===== src/rtl/wb_uart_slave.sv =====
// wb_uart_slave
//   Wishbone register front-end for a byte UART. A TX FIFO feeds an external
//   transmitter through a small handshake FSM. An RX FIFO collects bytes
//   strobed in by an external receiver.
//
// Ports
//   i_clk, i_reset         : system clock, asynchronous active-high reset
//   i_wb_cyc/stb/we        : Wishbone request qualifiers
//   i_wb_addr[29:0]        : word address, only [1:0] decoded
//   i_wb_data[31:0]        : write data
//   i_wb_sel[3:0]          : byte enables
//   o_wb_stall             : always 0
//   o_wb_ack / o_wb_err    : one-cycle response, gated by i_wb_cyc
//   o_wb_data[31:0]        : read data, non-zero only during ack
//   o_tx_data[7:0]         : byte to transmitter, held between pulses
//   o_tx_valid             : one-cycle transmit-start pulse
//   i_tx_busy              : transmitter busy
//   i_rx_data[7:0], i_rx_stb : received byte and its strobe
//
// Register map (addr[1:0])
//   0 TXDATA  write pushes data[7:0] if sel[0]; reads 0
//   1 RXDATA  read pops: {23'b0, valid, byte}; write ignored
//   2 STATUS  [7:0] tx_count [15:8] rx_count [16] tx_full [17] rx_empty
//             [18] tx_ovf [19] rx_ovf [20] tx_active; W1C on 18/19 with sel[2]
//   3         error response
module wb_uart_slave #(
    parameter int FIFO_DEPTH = 16
) (
    input  logic        i_clk,
    input  logic        i_reset,
    input  logic        i_wb_cyc,
    input  logic        i_wb_stb,
    input  logic        i_wb_we,
    input  logic [29:0] i_wb_addr,
    input  logic [31:0] i_wb_data,
    input  logic [3:0]  i_wb_sel,
    output logic        o_wb_stall,
    output logic        o_wb_ack,
    output logic        o_wb_err,
    output logic [31:0] o_wb_data,
    output logic [7:0]  o_tx_data,
    output logic        o_tx_valid,
    input  logic        i_tx_busy,
    input  logic [7:0]  i_rx_data,
    input  logic        i_rx_stb
);
    localparam int AW = $clog2(FIFO_DEPTH);
    localparam int CW = AW + 1;
    localparam logic [CW-1:0] FULL_CNT = CW'(FIFO_DEPTH);

    typedef enum logic [1:0] {S_IDLE, S_START, S_GUARD, S_WAIT} tx_state_t;

    // ---------------- request decode ----------------
    logic       req;
    logic [1:0] a;
    logic       wr_tx, rd_rx, wr_st, bad_addr;

    assign req      = i_wb_cyc & i_wb_stb;
    assign a        = i_wb_addr[1:0];
    assign wr_tx    = req &  i_wb_we & (a == 2'd0) & i_wb_sel[0];
    assign rd_rx    = req & ~i_wb_we & (a == 2'd1);
    assign wr_st    = req &  i_wb_we & (a == 2'd2) & i_wb_sel[2];
    assign bad_addr = req & (a == 2'd3);

    // ---------------- TX FIFO ----------------
    logic [7:0]    tx_mem [FIFO_DEPTH];
    logic [AW-1:0] tx_wp, tx_rp;
    logic [CW-1:0] tx_count;
    logic          tx_full, tx_empty, tx_push, tx_pop, tx_drop;
    tx_state_t     state, state_nx;

    assign tx_full  = (tx_count == FULL_CNT);
    assign tx_empty = (tx_count == '0);
    assign tx_pop   = (state == S_START);
    // A pop in the same cycle frees a slot, so a full FIFO still accepts.
    assign tx_push  = wr_tx & (~tx_full | tx_pop);
    assign tx_drop  = wr_tx & ~tx_push;

    always_ff @(posedge i_clk)
        if (tx_push) tx_mem[tx_wp] <= i_wb_data[7:0];

    always_ff @(posedge i_clk or posedge i_reset) begin
        if (i_reset) begin
            tx_wp    <= '0;
            tx_rp    <= '0;
            tx_count <= '0;
        end else begin
            if (tx_push) tx_wp <= tx_wp + AW'(1);
            if (tx_pop)  tx_rp <= tx_rp + AW'(1);
            case ({tx_push, tx_pop})
                2'b10:   tx_count <= tx_count + CW'(1);
                2'b01:   tx_count <= tx_count - CW'(1);
                default: tx_count <= tx_count;
            endcase
        end
    end

    // ---------------- RX FIFO ----------------
    logic [7:0]    rx_mem [FIFO_DEPTH];
    logic [AW-1:0] rx_wp, rx_rp;
    logic [CW-1:0] rx_count;
    logic          rx_full, rx_empty, rx_push, rx_pop, rx_drop;

    assign rx_full  = (rx_count == FULL_CNT);
    assign rx_empty = (rx_count == '0);
    assign rx_pop   = rd_rx & ~rx_empty;
    assign rx_push  = i_rx_stb & (~rx_full | rx_pop);
    assign rx_drop  = i_rx_stb & ~rx_push;

    always_ff @(posedge i_clk)
        if (rx_push) rx_mem[rx_wp] <= i_rx_data;

    always_ff @(posedge i_clk or posedge i_reset) begin
        if (i_reset) begin
            rx_wp    <= '0;
            rx_rp    <= '0;
            rx_count <= '0;
        end else begin
            if (rx_push) rx_wp <= rx_wp + AW'(1);
            if (rx_pop)  rx_rp <= rx_rp + AW'(1);
            case ({rx_push, rx_pop})
                2'b10:   rx_count <= rx_count + CW'(1);
                2'b01:   rx_count <= rx_count - CW'(1);
                default: rx_count <= rx_count;
            endcase
        end
    end

    // ---------------- sticky overflow flags ----------------
    // A new drop wins over a simultaneous W1C clear.
    logic tx_ovf, rx_ovf;

    always_ff @(posedge i_clk or posedge i_reset) begin
        if (i_reset) begin
            tx_ovf <= 1'b0;
            rx_ovf <= 1'b0;
        end else begin
            tx_ovf <= (tx_ovf & ~(wr_st & i_wb_data[18])) | tx_drop;
            rx_ovf <= (rx_ovf & ~(wr_st & i_wb_data[19])) | rx_drop;
        end
    end

    // ---------------- TX FSM ----------------
    logic       tx_active;
    logic [7:0] tx_data_q;

    assign tx_active = (state != S_IDLE);

    always_ff @(posedge i_clk or posedge i_reset) begin
        if (i_reset) state <= S_IDLE;
        else         state <= state_nx;
    end

    always_comb begin
        state_nx = state;
        case (state)
            S_IDLE:  if (!tx_empty && !i_tx_busy) state_nx = S_START;
            S_START: state_nx = S_GUARD;
            // The transmitter may not have raised busy yet; skip one cycle.
            S_GUARD: state_nx = S_WAIT;
            S_WAIT:  if (!i_tx_busy) state_nx = S_IDLE;
            default: state_nx = S_IDLE;
        endcase
    end

    // Load the head on entry to START so the byte is on o_tx_data with the
    // pulse, and hold it afterwards.
    always_ff @(posedge i_clk or posedge i_reset) begin
        if (i_reset)
            tx_data_q <= '0;
        else if (state == S_IDLE && state_nx == S_START)
            tx_data_q <= tx_mem[tx_rp];
    end

    assign o_tx_valid = (state == S_START);
    assign o_tx_data  = tx_data_q;

    // ---------------- read mux / response ----------------
    logic [31:0] rdata, rdata_q;
    logic        ack_q, err_q;

    always_comb begin
        rdata = '0;
        case (a)
            2'd1:    if (!rx_empty) rdata = {23'b0, 1'b1, rx_mem[rx_rp]};
            2'd2:    rdata = {11'b0, tx_active, rx_ovf, tx_ovf, rx_empty, tx_full,
                              8'(rx_count), 8'(tx_count)};
            default: rdata = '0;
        endcase
    end

    always_ff @(posedge i_clk or posedge i_reset) begin
        if (i_reset) begin
            ack_q   <= 1'b0;
            err_q   <= 1'b0;
            rdata_q <= '0;
        end else begin
            ack_q   <= req & ~bad_addr;
            err_q   <= bad_addr;
            rdata_q <= (req & ~i_wb_we) ? rdata : '0;
        end
    end

    // An abandoned cycle gets no response; the side effect has already happened.
    assign o_wb_ack   = ack_q & i_wb_cyc;
    assign o_wb_err   = err_q & i_wb_cyc;
    assign o_wb_data  = o_wb_ack ? rdata_q : '0;
    assign o_wb_stall = 1'b0;

    logic unused_bits;
    assign unused_bits = ^{i_wb_addr[29:2], i_wb_data[31:20], i_wb_data[17:8],
                           i_wb_sel[3], i_wb_sel[1]};
endmodule


===== config.mk =====
export PLATFORM = sky130hd
export DESIGN_NAME = wb_uart_slave
export DESIGN_NICKNAME = d
export VERILOG_FILES = /design/src/rtl/wb_uart_slave.sv
export SDC_FILE = /design/constraint.sdc
export NUM_CORES = 1
export LEC_CHECK = 0
export CORE_ASPECT_RATIO = 0.6
export CORE_MARGIN = 1
export CORE_UTILIZATION = 45
export CTS_CLUSTER_SIZE = 16
export DETAILED_ROUTE_END_ITERATION = 10
export PLACE_DENSITY = 0.68
export SETUP_SLACK_MARGIN = 0.05
export SKIP_CTS_REPAIR_TIMING = 1
export SLEW_MARGIN = 10
export SYNTH_ARGS = -nofsm -noshare
export SYNTH_HDL_FRONTEND = slang
export SYNTH_SLANG_ARGS = --single-unit

===== constraint.sdc =====
create_clock -name i_clk -period 2.9 [get_ports i_clk]
set_input_delay 0.58 -clock i_clk [delete_from_list [all_inputs] [get_ports i_clk]]
set_output_delay 0.58 -clock i_clk [all_outputs]
set_load 0.03 [all_outputs]

---- Yosys cells after proc, flatten, opt, wreduce, memory -nomap -nowiden ----
Memories as Yosys holds them, arrays and structs flattened. A register that Yosys moved wholly into a read port is not among the register bits.
Cells that the tools add are included.
storage, ports and cells
  flip-flop bits (word level) ............. 64
  latch bits .............................. 0
  memory bits (writable) .................. 256
  memory bits (read-only) ................. 0
  bits of input ports ..................... 81
  output and inout port bits .............. 44
  word-level logic and storage cells ...... 93
  memories kept ........................... 2
memories
  memory  depth  width  read ports  clocked after Yosys merged registers in  write ports  line  source
  rx_mem  16     8      1           0                                        1            99    logic [7:0] rx_mem [FIFO_DEPTH];
  tx_mem  16     8      1           1                                        1            66    logic [7:0] tx_mem [FIFO_DEPTH];
operators by class
  add/sub/neg operators ................... 8
  multiply operators ...................... 0
  div/mod/pow operators ................... 0
  $lt $le $gt $ge ......................... 0
  equality and inequality tests ........... 13
  shift operators ......................... 0
  muxes and demuxes ....................... 13
  bitwise logic cells ..................... 34
  reductions and logical operators ........ 11
operators with widths
  cell                   count
  $mux W32               2
  $pmux W32 S2           1
  $and A1 B1 Y1          21
  $pmux W5 S2            2
  $add A4 B1 Y4 const B  4
  $eq A2 B2 Y1 const B   6
  $add A5 B1 Y5 const B  2
  $eq A2 B1 Y1 const B   5
  $eq A5 B5 Y1 const B   2
  $logic_not A5 Y1       2
  $sub A5 B1 Y5 const B  2
  $mux W9                1
  $not A1 Y1             9
  $pmux W2 S4            1
  $reduce_bool A2 Y1     3
  $logic_not A2 Y1       2
  $mux W1                4
  $mux W2                2
  $or A1 B1 Y1           4
  $logic_and A1 B1 Y1    2
  $logic_not A1 Y1       2

---- Logic depth before layout (Yosys ltp) ----
  word-level depth ........................ 9
  mapped depth ............................ 13
  depth with buffers taken out ............ 12

---- Least setup slack after synthesis ----
OpenSTA, ideal clock, no wires.
  path kind ............................... input -> register
  from .................................... input port i_wb_addr[0]
  to ...................................... register tx_count[4]
  library setup time ...................... 0.080 ns
  data arrival time ....................... 2.798 ns
  data required time ...................... 2.820 ns
  path slack .............................. 0.022 ns
  stages on the path ...................... 13
  buffers on the path ..................... 1
  cells stage by stage .................... inv_1 ha_1 nand2_1 a311oi_4 inv_1 ha_1 buf_2 xor2_1 ha_1 a21oi_1 or3b_2 a31oi_1 xnor2_1
between the ends
  longest elaborated chain between the ends .. 6
  elaborated cells between the ends (all ways) .. 8
  classes of those cells .................. eq/ne (2); mux (1); bitwise (3); reduce/logical (2)
ends and longest elaborated chain
  item                                                      line  source
  start, declared                                           34    input logic [29:0] i_wb_addr,
  $logic_not A2 Y1 (*)                                      60    assign wr_tx = req & i_wb_we & (a == 2'd0) & i_wb_sel[0];
  $and A1 B1 Y1 (*) (2 in series)                           60
  $and A1 B1 Y1 (*)                                         76    assign tx_push = wr_tx & (~tx_full | tx_pop);
  $eq A2 B1 Y1 / $eq A2 B2 Y1 (equally long branches)       90    case ({tx_push, tx_pop})
  $pmux W5 S2 / $reduce_bool A2 Y1 (equally long branches)  -
  end signal, assigned                                      91    2'b10: tx_count <= tx_count + CW'(1);
  end signal, assigned                                      92    2'b01: tx_count <= tx_count - CW'(1);
  end signal, assigned                                      93    default: tx_count <= tx_count;
  end, declared                                             68    logic [CW-1:0] tx_count;
Mark *: on every way between the ends. The rest lies on a longest branch, timed or not.
A chain may end at the register's enable or synchronous reset.

---- Worst setup path after layout ----
  from .................................... input port i_wb_cyc
  to ...................................... output port o_wb_ack
between the ends
  longest elaborated chain between the ends .. 1
ends and longest elaborated chain
  item             line  source
  start, declared  31    input logic i_wb_cyc,
  $and A1 B1 Y1    205   assign o_wb_ack = ack_q & i_wb_cyc;
  end, declared    38    output logic o_wb_ack,
No other way between the ends.

==> impl_metrics.tcl <==
set metrics [dict create \
    run_status "completed" \
    power_density_nw_per_um2 847 \
    number_of_filler_cells_placed_in_the_layout 2178 \
    grt.total_usage_pct 18.7 \
    max-slew-margin-rel_pct 49.6 \
    clock_sinks 314 \
    preCtsSetupSlack_ns -0.326 \
    mostFrequentLayoutCell "edfxtp_1" \
    cts_tree "done" \
    timing.critical_path.fanout_max 22 \
    first_pass_iters 7 \
    sw_frac_of_total_pct 30.1 \
    worst_path_max_delay_cell "clkdlybuf4s50_1" \
    synth_unique_cells 57 \
    synth_enable_flop_cells 256 \
    reg2reg_to "tx_count[4]" \
    clock_latency_late_sink_ns 0.55 \
    ff_latch_count_synth 314 \
    cts-htree-levels 1 \
    grt_max_degree 36 \
    crit_family "buffers and inverters" \
    synth_top_area_cell "edfxtp_1" \
    power.share.clock_pct 28.6 \
    place.port_buffers 57 \
    seq_power_share_pct 44.4 \
    timing.final.hold_violations 0 \
    route.detailed.vias_per_inst 5.46 \
    clk_path_buf_depth 3 \
    r2r.worst_path.cells 10 \
    area_delta_synth_final_pct 18.6 \
    design.final.nets 997 \
    synth_warnings 0 \
    die_h_um 134 \
    hold_class "flop to flop" \
    die-width_um 222 \
    area_of_the_die_um2 29800 \
    worst_setup_hold_path_clk_slew_ns 0.06 \
    hold_end "tx_ovf" \
    max_cap_violations 0 \
    post-route-drc-count 0 \
    slew_violations 0 \
    drt_initial_violations 784 \
    crit_path_cell_trace "clkdlybuf4s50_1 -> buf_4 -> buf_4 -> and2_1 -> clkdlybuf4s50_1" \
    skew_ns 0.0177 \
    postSynth.asyncResetShare_pct 18.5 \
    routed_wl_um 27300 \
    final_util_pct 55.3 \
    crit_buf_inv 4 \
    dpl.hpwl_um 18600 \
    synth_top_area_share_pct 58.8 \
    cts_root_buf "clkbuf_16" \
    grt_overflow_total 0 \
    post_syn_area_per_cell_um2 17.1 \
    finalSetupViolations 0 \
    reg2reg_setup_slack_ns 0.22 \
    critical_path.startpoint_type "input pin" \
    vdd_ir_drop_max_uv 477 \
    drive_gt1_share_pct 21.7 \
    combinationalPowerShare_pct 27.0 \
    cell_internal_pwr_mw 9.18 \
    routedWlPerCell_um 21.2 \
    static-leakage-power_nw 5.74 \
    switching_power_mw 3.95 \
    antenna_found_initial 0 \
    critical_path_origin "i_wb_cyc" \
    final.min_clock_period_ns 2.78 \
    layout.cells.most_common_list "256 x edfxtp_1, 81 x buf_4, 56 x dfrtp_1, 47 x mux2i_1" \
    critical_path.reg2reg.startpoint "tx_count[2]" \
    max_slew.worst_pin.slew_ns 0.755 \
    diodes 0 \
    grt_first_pass_wirelength_um 41800 \
    boundaryPins 125 \
    post-route-worst-setup-slack_ns 0.122 \
    worstPathArrival_ns 2.20 \
    final_cell_area_excluding_filler_cells_um2 15500 \
    layout_worst_path_cycle_share_pct 95.8 \
    ys_dominant_reg_cell "edfxtp_1" \
    first_global_vias 6871 \
    holdPathStages 1 \
    dr_total_vias 7011 \
    critical_path.endpoint_type "output pin" \
    ant_nets 0 \
    worst-setup-path-type "input pin to output pin" \
    delay_of_the_slowest_cell_on_the_worst_path_ns 0.66 \
    postPlaceCellArea_um2 14600 \
    numPlacedInstances 1231 \
    floorplan.initialDensity_pct 46.6 \
    fp-row-count 47 \
    post_synth_instance_area_um2 13100 \
    rsz0062_at_grt "false" \
    critical_path_required_ns 2.32 \
    min-delay-start "tx_ovf" \
    gp_congestion 0.804 \
    postSynthCellCount 765 \
    synth_area_leaders "edfxtp_1 59%, dfrtp_1 11%, mux4_1 4.8%, mux2i_1 3.6%, mux4_2 3.1%" \
    cts-buffers-inserted 29 \
    fmaxAchievable_mhz 360 \
    post_layout_nonfiller_instances 1285 \
    synth_sequential_area_ratio_pct 69.9 \
    total_core_area_um2 28100 \
]
==> power by group through the flow <==
stage	Sequential (mW)	Combinational, mW	Clock [mW]
finish	5.83	3.55	3.75
global route	5.89	3.82	3.99
CTS	5.83	3.55	3.85
detailed placement	5.91	3.53	0
global placement	5.90	3.48	0
floorplan	5.75	2.60	0
==> synthesized netlist by cell type (all sizes together), types with 2 or more instances <==
library cell and n:
edfxtp 256, dfrtp 58, mux2i 47, mux4 42
nor2 37, buf 35, nand2 31, o22ai 28
and3 22, and2 20, ha 20, a21oi 18
inv 17, xnor2 15, clkbuf 14, mux2 13
nor3 12, o21ai 8, nor4 7, xor2 7
a211oi 6, nand2b 6, nor2b 5, o31ai 5
nand4 4, a21o 3, a31oi 3, nand3b 3
or2 3, a211o 2, and3b 2, nand3 2
==> kinds of logic after synthesis <==
| logic type | count (synthesis) | synth area share (%) |
|---|---|---|
| flops | 314 | 69.9 |
| simple gates | 160 | 6.74 |
| mux | 102 | 12.6 |
| compound gates | 79 | 4.18 |
| buf+inv | 66 | 2.94 |
| xor+xnor | 22 | 1.47 |
| fa+ha+maj | 21 | 2.07 |
| other cells | 1 | 0.0287 |
==> per-stage QoR <==
| step | setup TNS, ns | power, mW | hold WS (ns) |
|---|---|---|---|
| after floorplan | 0 | 8.35 | 0.441 |
| after global placement | -5.11 | 9.37 | 0.452 |
| after detailed placement | -5.50 | 9.45 | 0.461 |
| after CTS | 0 | 13.2 | 0.476 |
| after global routing | 0 | 13.7 | 0.497 |
| final | 0 | 13.1 | 0.473 |
==> layer usage <==
layer | vias up | wire length [um] | track usage (%)
met5 | - | 0 | 0
met4 | 0 | 388 | 3.55
met3 | 30 | 2380 | 4.47
met2 | 246 | 10400 | 24.1
met1 | 3525 | 14100 | 31.5
li1 | 3210 | - | -
==> how the worst max path moves through the flow <==
stage | cells past startpoint | endpoint | slack [ns]
3_5_place_dp | 13 | tx_count[4] | -0.33
5_1_grt | 13 | tx_count[4] | 0.06
2_1_floorplan | 13 | tx_count[4] | 0.06
6_report | 5 | o_wb_ack | 0.12
4_1_cts | 3 | o_tx_valid | 0.04
3_3_place_gp | 13 | tx_count[4] | -0.30
==> flip-flops by register name (all words and copies together) (netlist names) <==
register	count
rx_mem	128
tx_mem	128
rdata_q	18
o_tx_data	8
rx_count	5
tx_count	5
rx_rp	4
rx_wp	4
tx_rp	4
tx_wp	4
state	2
ack_q	1
err_q	1
rx_ovf	1
tx_ovf	1
==> area by class of cell <==
cell class / instances / area [um^2] / area share [%]
clock buffers: 38 / 800 / 5.16
clock inverters: 16 / 143 / 0.920
inverters: 17 / 63.8 / 0.412
multi-input cells: 399 / 3620 / 23.3
flip-flops and latches: 314 / 9140 / 59.0
well taps: 367 / 459 / 2.96
repair buffers: 134 / 1280 / 8.28
(Power assumes the default switching activity.)
==> variant 1: new RTL, same flow settings <==
Change the parameter `FIFO_DEPTH` from 16 to 32.
--- a/src/rtl/wb_uart_slave.sv
+++ b/src/rtl/wb_uart_slave.sv
@@ -24,7 +24,7 @@
 //             [18] tx_ovf [19] rx_ovf [20] tx_active; W1C on 18/19 with sel[2]
 //   3         error response
 module wb_uart_slave #(
-    parameter int FIFO_DEPTH = 16
+    parameter int FIFO_DEPTH = 32
 ) (
     input  logic        i_clk,
     input  logic        i_reset,
Function: same outputs for any inputs over 4 cycles, from zero or initial values and one cycle with i_reset high; that may be too few to reach the edited logic, so the function may still have changed.
==> variant 1 against the original RTL <==
Worst setup slack better by 69 ps. Combinational power grew 82%. Total power is 79% higher. Global-route usage increased by 1.1 points. Wire length increased by 89%. Area after synthesis is 78% higher. Design area grew 75%. Final cell count rose by 73%. Sequential cell count grew 263. Maximum frequency grew 2.5%. Largest cell class unchanged. Largest power group unchanged.
==> variant 1: results (changes against the original RTL) <==
Global routing
  • Initial antenna violation count: 1 (was 0)
  • First-pass GRT wire length: 76200 um (was 41800 um)
  • Pin count of the biggest net entering global routing: 59 (was 36)
  • GRT Util Overall: 19.8% (was 18.7%)

Worst hold path
  • HP Class: in2async (was reg2reg)

Synthesis
  • Post-synthesis sequential area ratio: 73.2% (was 69.9%)
  • Asr flop ratio synth: 11.3% (was 18.5%)
  • Top cells by area, synth: edfxtp_1 66%, mux4_2 7.2%, dfrtp_1 7.0% (was edfxtp_1 59%, dfrtp_1 11%, mux4_1 4.8%)
  • Cells after Synth: 1301 (was 765)
  • List of most frequent post-synthesis cells: 512 x edfxtp_1, 129 x mux2i_1, 76 x a22oi_1 (was 256 x edfxtp_1, 58 x dfrtp_1, 47 x mux2i_1)
  • EDFF count, synth: 512 (was 256)
  • Yosys cell types: 52 (was 57)

Setup path
  • Crit-path max cell delay: 520 ps (was 660 ps)
  • RR Startpoint: rx_count[2]$_DFFE_PP0P_ (was tx_count[2]$_DFFE_PP0P_)
  • Maximum fanout along the worst path: 4 (was 22)
  • Critical Path Start: i_wb_addr[0] (was i_wb_cyc)
  • Critical path class: in2reg (was in2out)
  • Worst EP arrival: 3140 ps (was 2200 ps)

Layout
  • Non-Filler Instances: 2219 (was 1285)
  • FF/Latch Area: 17000 um^2 (was 9140 um^2)
  • Largest regs: rx_mem (256), tx_mem (256), rdata_q (19) (was rx_mem (128), tx_mem (128), rdata_q (18))
  • Fill count: 4020 (was 2178)
  • Nets: 1584 (was 997)
  • Layout cells sized above 1: 22.4% (was 21.7%)

Timing
  • Layout Skew: 30.8 ps (was 17.7 ps)
  • Max-Slew Margin vs Limit: 33.4% (was 49.6%)

Pwr
  • P_leak: 9.59 nW (was 5.74 nW)

Clocking
  • CTS buffer count: 53 (was 29)
  • Max H-tree Level: 2 (was 1)
  • Worst skew pair latency: 580 ps (was 550 ps)

Placed design
  • Placed Cells incl. Taps: 2118 (was 1231)
  • Setup WS pre-CTS: -402 ps (was -326 ps)
  • Post-detail-place hpwl: 33400 um (was 18600 um)
  • Placed instance area: 25400 um^2 (was 14600 um^2)
  • PortBufs: 58 (was 57)
  • GPL Wtd Cong: 0.853 (was 0.804)

Drt
  • Avg WL per Cell: 23.2 um (was 21.2 um)
  • Starting DRT DRC Count: 1121 (was 784)
  • Met3 WL: 4810 um (was 2380 um)
  • First drt pass iteration count: 5 (was 7)
  • Vias: 12343 (was 7011)
  • Routed met2 length: 21000 um (was 10400 um)
  • Met1 WL: 25100 um (was 14100 um)

Run status
  • Status: completed (unchanged)
==> variant 1: where the power goes <==
part / leakage [nW] / internal (mW) / switching (mW)
clock network: 0.844 / 4.04 / 2.92
logic: 3.32 / 2.87 / 3.59
registers: 5.43 / 9.56 / 0.549
total: 9.59 / 16.5 / 7.06
==> variant 1: critical path, delay by kind of cell <==
kind                       cells  cell delay (ps)
and+or+nand+nor                2              410
buffers and inverters          1              520
adders and majority gates      2              390
AOI/OAI and AO/OA              6             1230
==> variant 1: layer usage <==
layer,vias to the layer above,global-route usage [%]
met5,-,0
met4,0,3.17
met3,55,5.17
met2,425,26.8
met1,6382,32.1
li1,5481,-
==> variant 1: cell families (layout without fill, tap and decap cells) <==
kind of cell / after synthesis / after routing / synth area share (%)
AO/OA/AOI/OAI: 158 / 158 / 4.69
XOR/XNOR: 26 / 26 / 0.981
adder cells (fa/ha/maj): 22 / 22 / 1.22
buffers and inverters: 101 / 312 / 2.05
flip-flops: 577 / 577 / 73.2
multiplexers: 218 / 218 / 13.5
other: 1 / 15 / 0.0161
AND/OR/NAND/NOR: 198 / 198 / 4.36
==> variant 1: final timing paths <==
kind                                                 to  slack (ps)  cells past startpoint
worst max-delay path            rx_count[5]$_DFFE_PP0P_         190                     11
worst min-delay path            tx_count[2]$_DFFE_PP0P_         450                      3
worst max register to register  rx_count[5]$_DFFE_PP0P_         260                      9
worst min register to register         tx_ovf$_DFF_PP0_         480                      2
max in group asynchronous          tx_rp[1]$_DFFE_PP0P_        2060                      3
min in group i_clk                     tx_ovf$_DFF_PP0_         480                      2
==> variant 1: layout make-up <==
type	count	area share (%)
Antenna cell	1	0.00921
Clock inverter	32	1.24
Tap cell	693	3.19
Clock buffer	67	5.15
Inverter	18	0.249
Sequential cell	577	62.6
Multi-Input combinational cell	636	21.4
Timing Repair Buffer	195	6.19
==> variant 2: new RTL, same settings <==
Without the edit above. Take the reset off `rdata_q` and load it in a clocked block of its own.
--- a/src/rtl/wb_uart_slave.sv
+++ b/src/rtl/wb_uart_slave.sv
@@ -193,12 +193,14 @@
         if (i_reset) begin
             ack_q   <= 1'b0;
             err_q   <= 1'b0;
-            rdata_q <= '0;
         end else begin
             ack_q   <= req & ~bad_addr;
             err_q   <= bad_addr;
-            rdata_q <= (req & ~i_wb_we) ? rdata : '0;
-        end
+        end
+    end
+
+    always_ff @(posedge i_clk) begin
+        rdata_q <= (req & ~i_wb_we) ? rdata : '0;
     end
 
     // An abandoned cycle gets no response; the side effect has already happened.
Behaviour: same outputs for any inputs over 4 cycles, from zero or initial values and one cycle with i_reset high; that may be too few to reach the edited logic, so the function may still have changed.
==> variant 2 against the original RTL <==
Sequential cell count is the same. Wire length shrank 2.7%. Clock power grew 6.4%. Sequential power is essentially flat. Critical path type unchanged. Area after synthesis shrank 2.3%. Die area shrank 2.3%. Count of clock-buffer cells in the layout grew 9. Global-route usage grew 0.16 points. Largest cell class unchanged. Critical endpoint unchanged. Sequential share of layout area grew 1.3 points. Total power grew 1.6%. Design area shrank 3.0%. Worst setup slack gained 14 ps. Largest power group unchanged.
==> variant 2: results (changes against the original RTL) <==
Run status
  • Status: completed (unchanged)

Global routing
  • First-pass GRT wire length: 40900 um (was 41800 um)
  • Vias in the first global route: 6820 (was 6871)
  • GRT Util Overall: 18.9% (was 18.7%)

Layout
  • Nets: 924 (was 997)
  • Layout cells sized above 1: 26.5% (was 21.7%)

Placed design
  • Placed instance area: 14000 um^2 (was 14600 um^2)
  • Post-detail-place hpwl: 17900 um (was 18600 um)
  • Setup WS pre-CTS: -453 ps (was -326 ps)
  • GPL Wtd Cong: 0.795 (was 0.804)

Clocking
  • Max H-tree Level: 1 (unchanged)
  • CTS buffer count: 30 (was 29)

Setup path
  • RR Startpoint: rx_count[2]$_DFFE_PP0P_ (was tx_count[2]$_DFFE_PP0P_)
  • Worst EP arrival: 2180 ps (was 2200 ps)
  • Maximum fanout along the worst path: 21 (was 22)
  • Critical R2R Capture: rx_count[4]$_DFFE_PP0P_ (was tx_count[4]$_DFFE_PP0P_)
  • Critical Path Slowest Stage Cell: clkdlybuf4s50_1 (unchanged)

Drt
  • Starting DRT DRC Count: 646 (was 784)
  • WL final: 26500 um (was 27300 um)
  • Via density: 5.53 (was 5.46)

Synthesis
  • Post-synthesis sequential area ratio: 70.9% (was 69.9%)
  • Asr flop ratio synth: 12.7% (was 18.5%)
  • List of most frequent post-synthesis cells: 256 x edfxtp_1, 64 x mux4_2, 40 x dfrtp_1 (was 256 x edfxtp_1, 58 x dfrtp_1, 47 x mux2i_1)
  • Yosys cell types: 56 (was 57)
  • Top cells by area, synth: edfxtp_1 60%, mux4_2 11%, dfrtp_1 7.8% (was edfxtp_1 59%, dfrtp_1 11%, mux4_1 4.8%)

Pwr
  • Maximum vdd drop: 0.000363 V (was 0.000477 V)
  • P_leak: 5.30 nW (was 5.74 nW)

Floorplan
  • DIE WIDTH: 219 um (was 222 um)

Timing
  • Max-Slew Margin vs Limit: 38.9% (was 49.6%)
  • Max Fclk: 362 MHz (was 360 MHz)
variant 2: through the flow:
step / power [mW] / cells / hold slack [ps]
after floorplan: 8.33 / 717 / 440
after global placement: 9.29 / 1156 / 466
after detailed placement: 9.43 / 1156 / 454
after CTS: 13.4 / 1212 / 468
after global routing: 13.9 / 1212 / 495
final: 13.3 / 1212 / 466
variant 2: kinds of logic after synthesis:
group           Yosys count  synth area share (%)
buf+inv                  63                  2.79
compound gates           61                  3.36
other cells               1                0.0294
simple gates            126                  5.34
mux                      98                  14.1
xor+xnor                 18                  1.23
flops                   314                  70.9
fa+ha+maj                22                  2.27
variant 2: worst max-delay path, delay by kind of cell:
family / cells / cell delay (ps)
buffers and inverters: 3 / 1440
and+or+nand+nor: 1 / 160
variant 2: worst min path at each step:
stage | from | endpoint | cells after the start
floorplan | rx_ovf$_DFF_PP0_ | rx_ovf$_DFF_PP0_ | 2
global placement | tx_ovf$_DFF_PP0_ | rdata_q[18]$_SDFF_PN0_ | 1
detailed placement | rx_ovf$_DFF_PP0_ | rdata_q[19]$_SDFF_PN0_ | 1
CTS | rx_ovf$_DFF_PP0_ | rdata_q[19]$_SDFF_PN0_ | 1
global route | tx_ovf$_DFF_PP0_ | rdata_q[18]$_SDFF_PN0_ | 1
finish | rx_ovf$_DFF_PP0_ | rdata_q[19]$_SDFF_PN0_ | 1
variant 2: layout make-up:
class                   instances  area, um^2
fillers                      2092       12700
repair buffers                120        1020
inverters                      15        56.3
well taps                     367         459
flip-flops and latches        314        9050
clock buffers                  47         906
multi-input cells             340        3420
clock inverters                 9         121
variant 2: per-layer routing:
metal	GRT usage, %	share of wire (%)
met3	4.37	8.2
met4	3.59	1.3
met1	29.9	47
met5	0	0
met2	26.8	43
variant 2: report_power, final:
group          internal (mW)  total (mW)  switching (mW)
Clock                   2.40        3.99            1.59
Sequential              5.32        5.85           0.523
Combinational           1.76        3.50            1.74
Total                   9.49        13.3            3.85
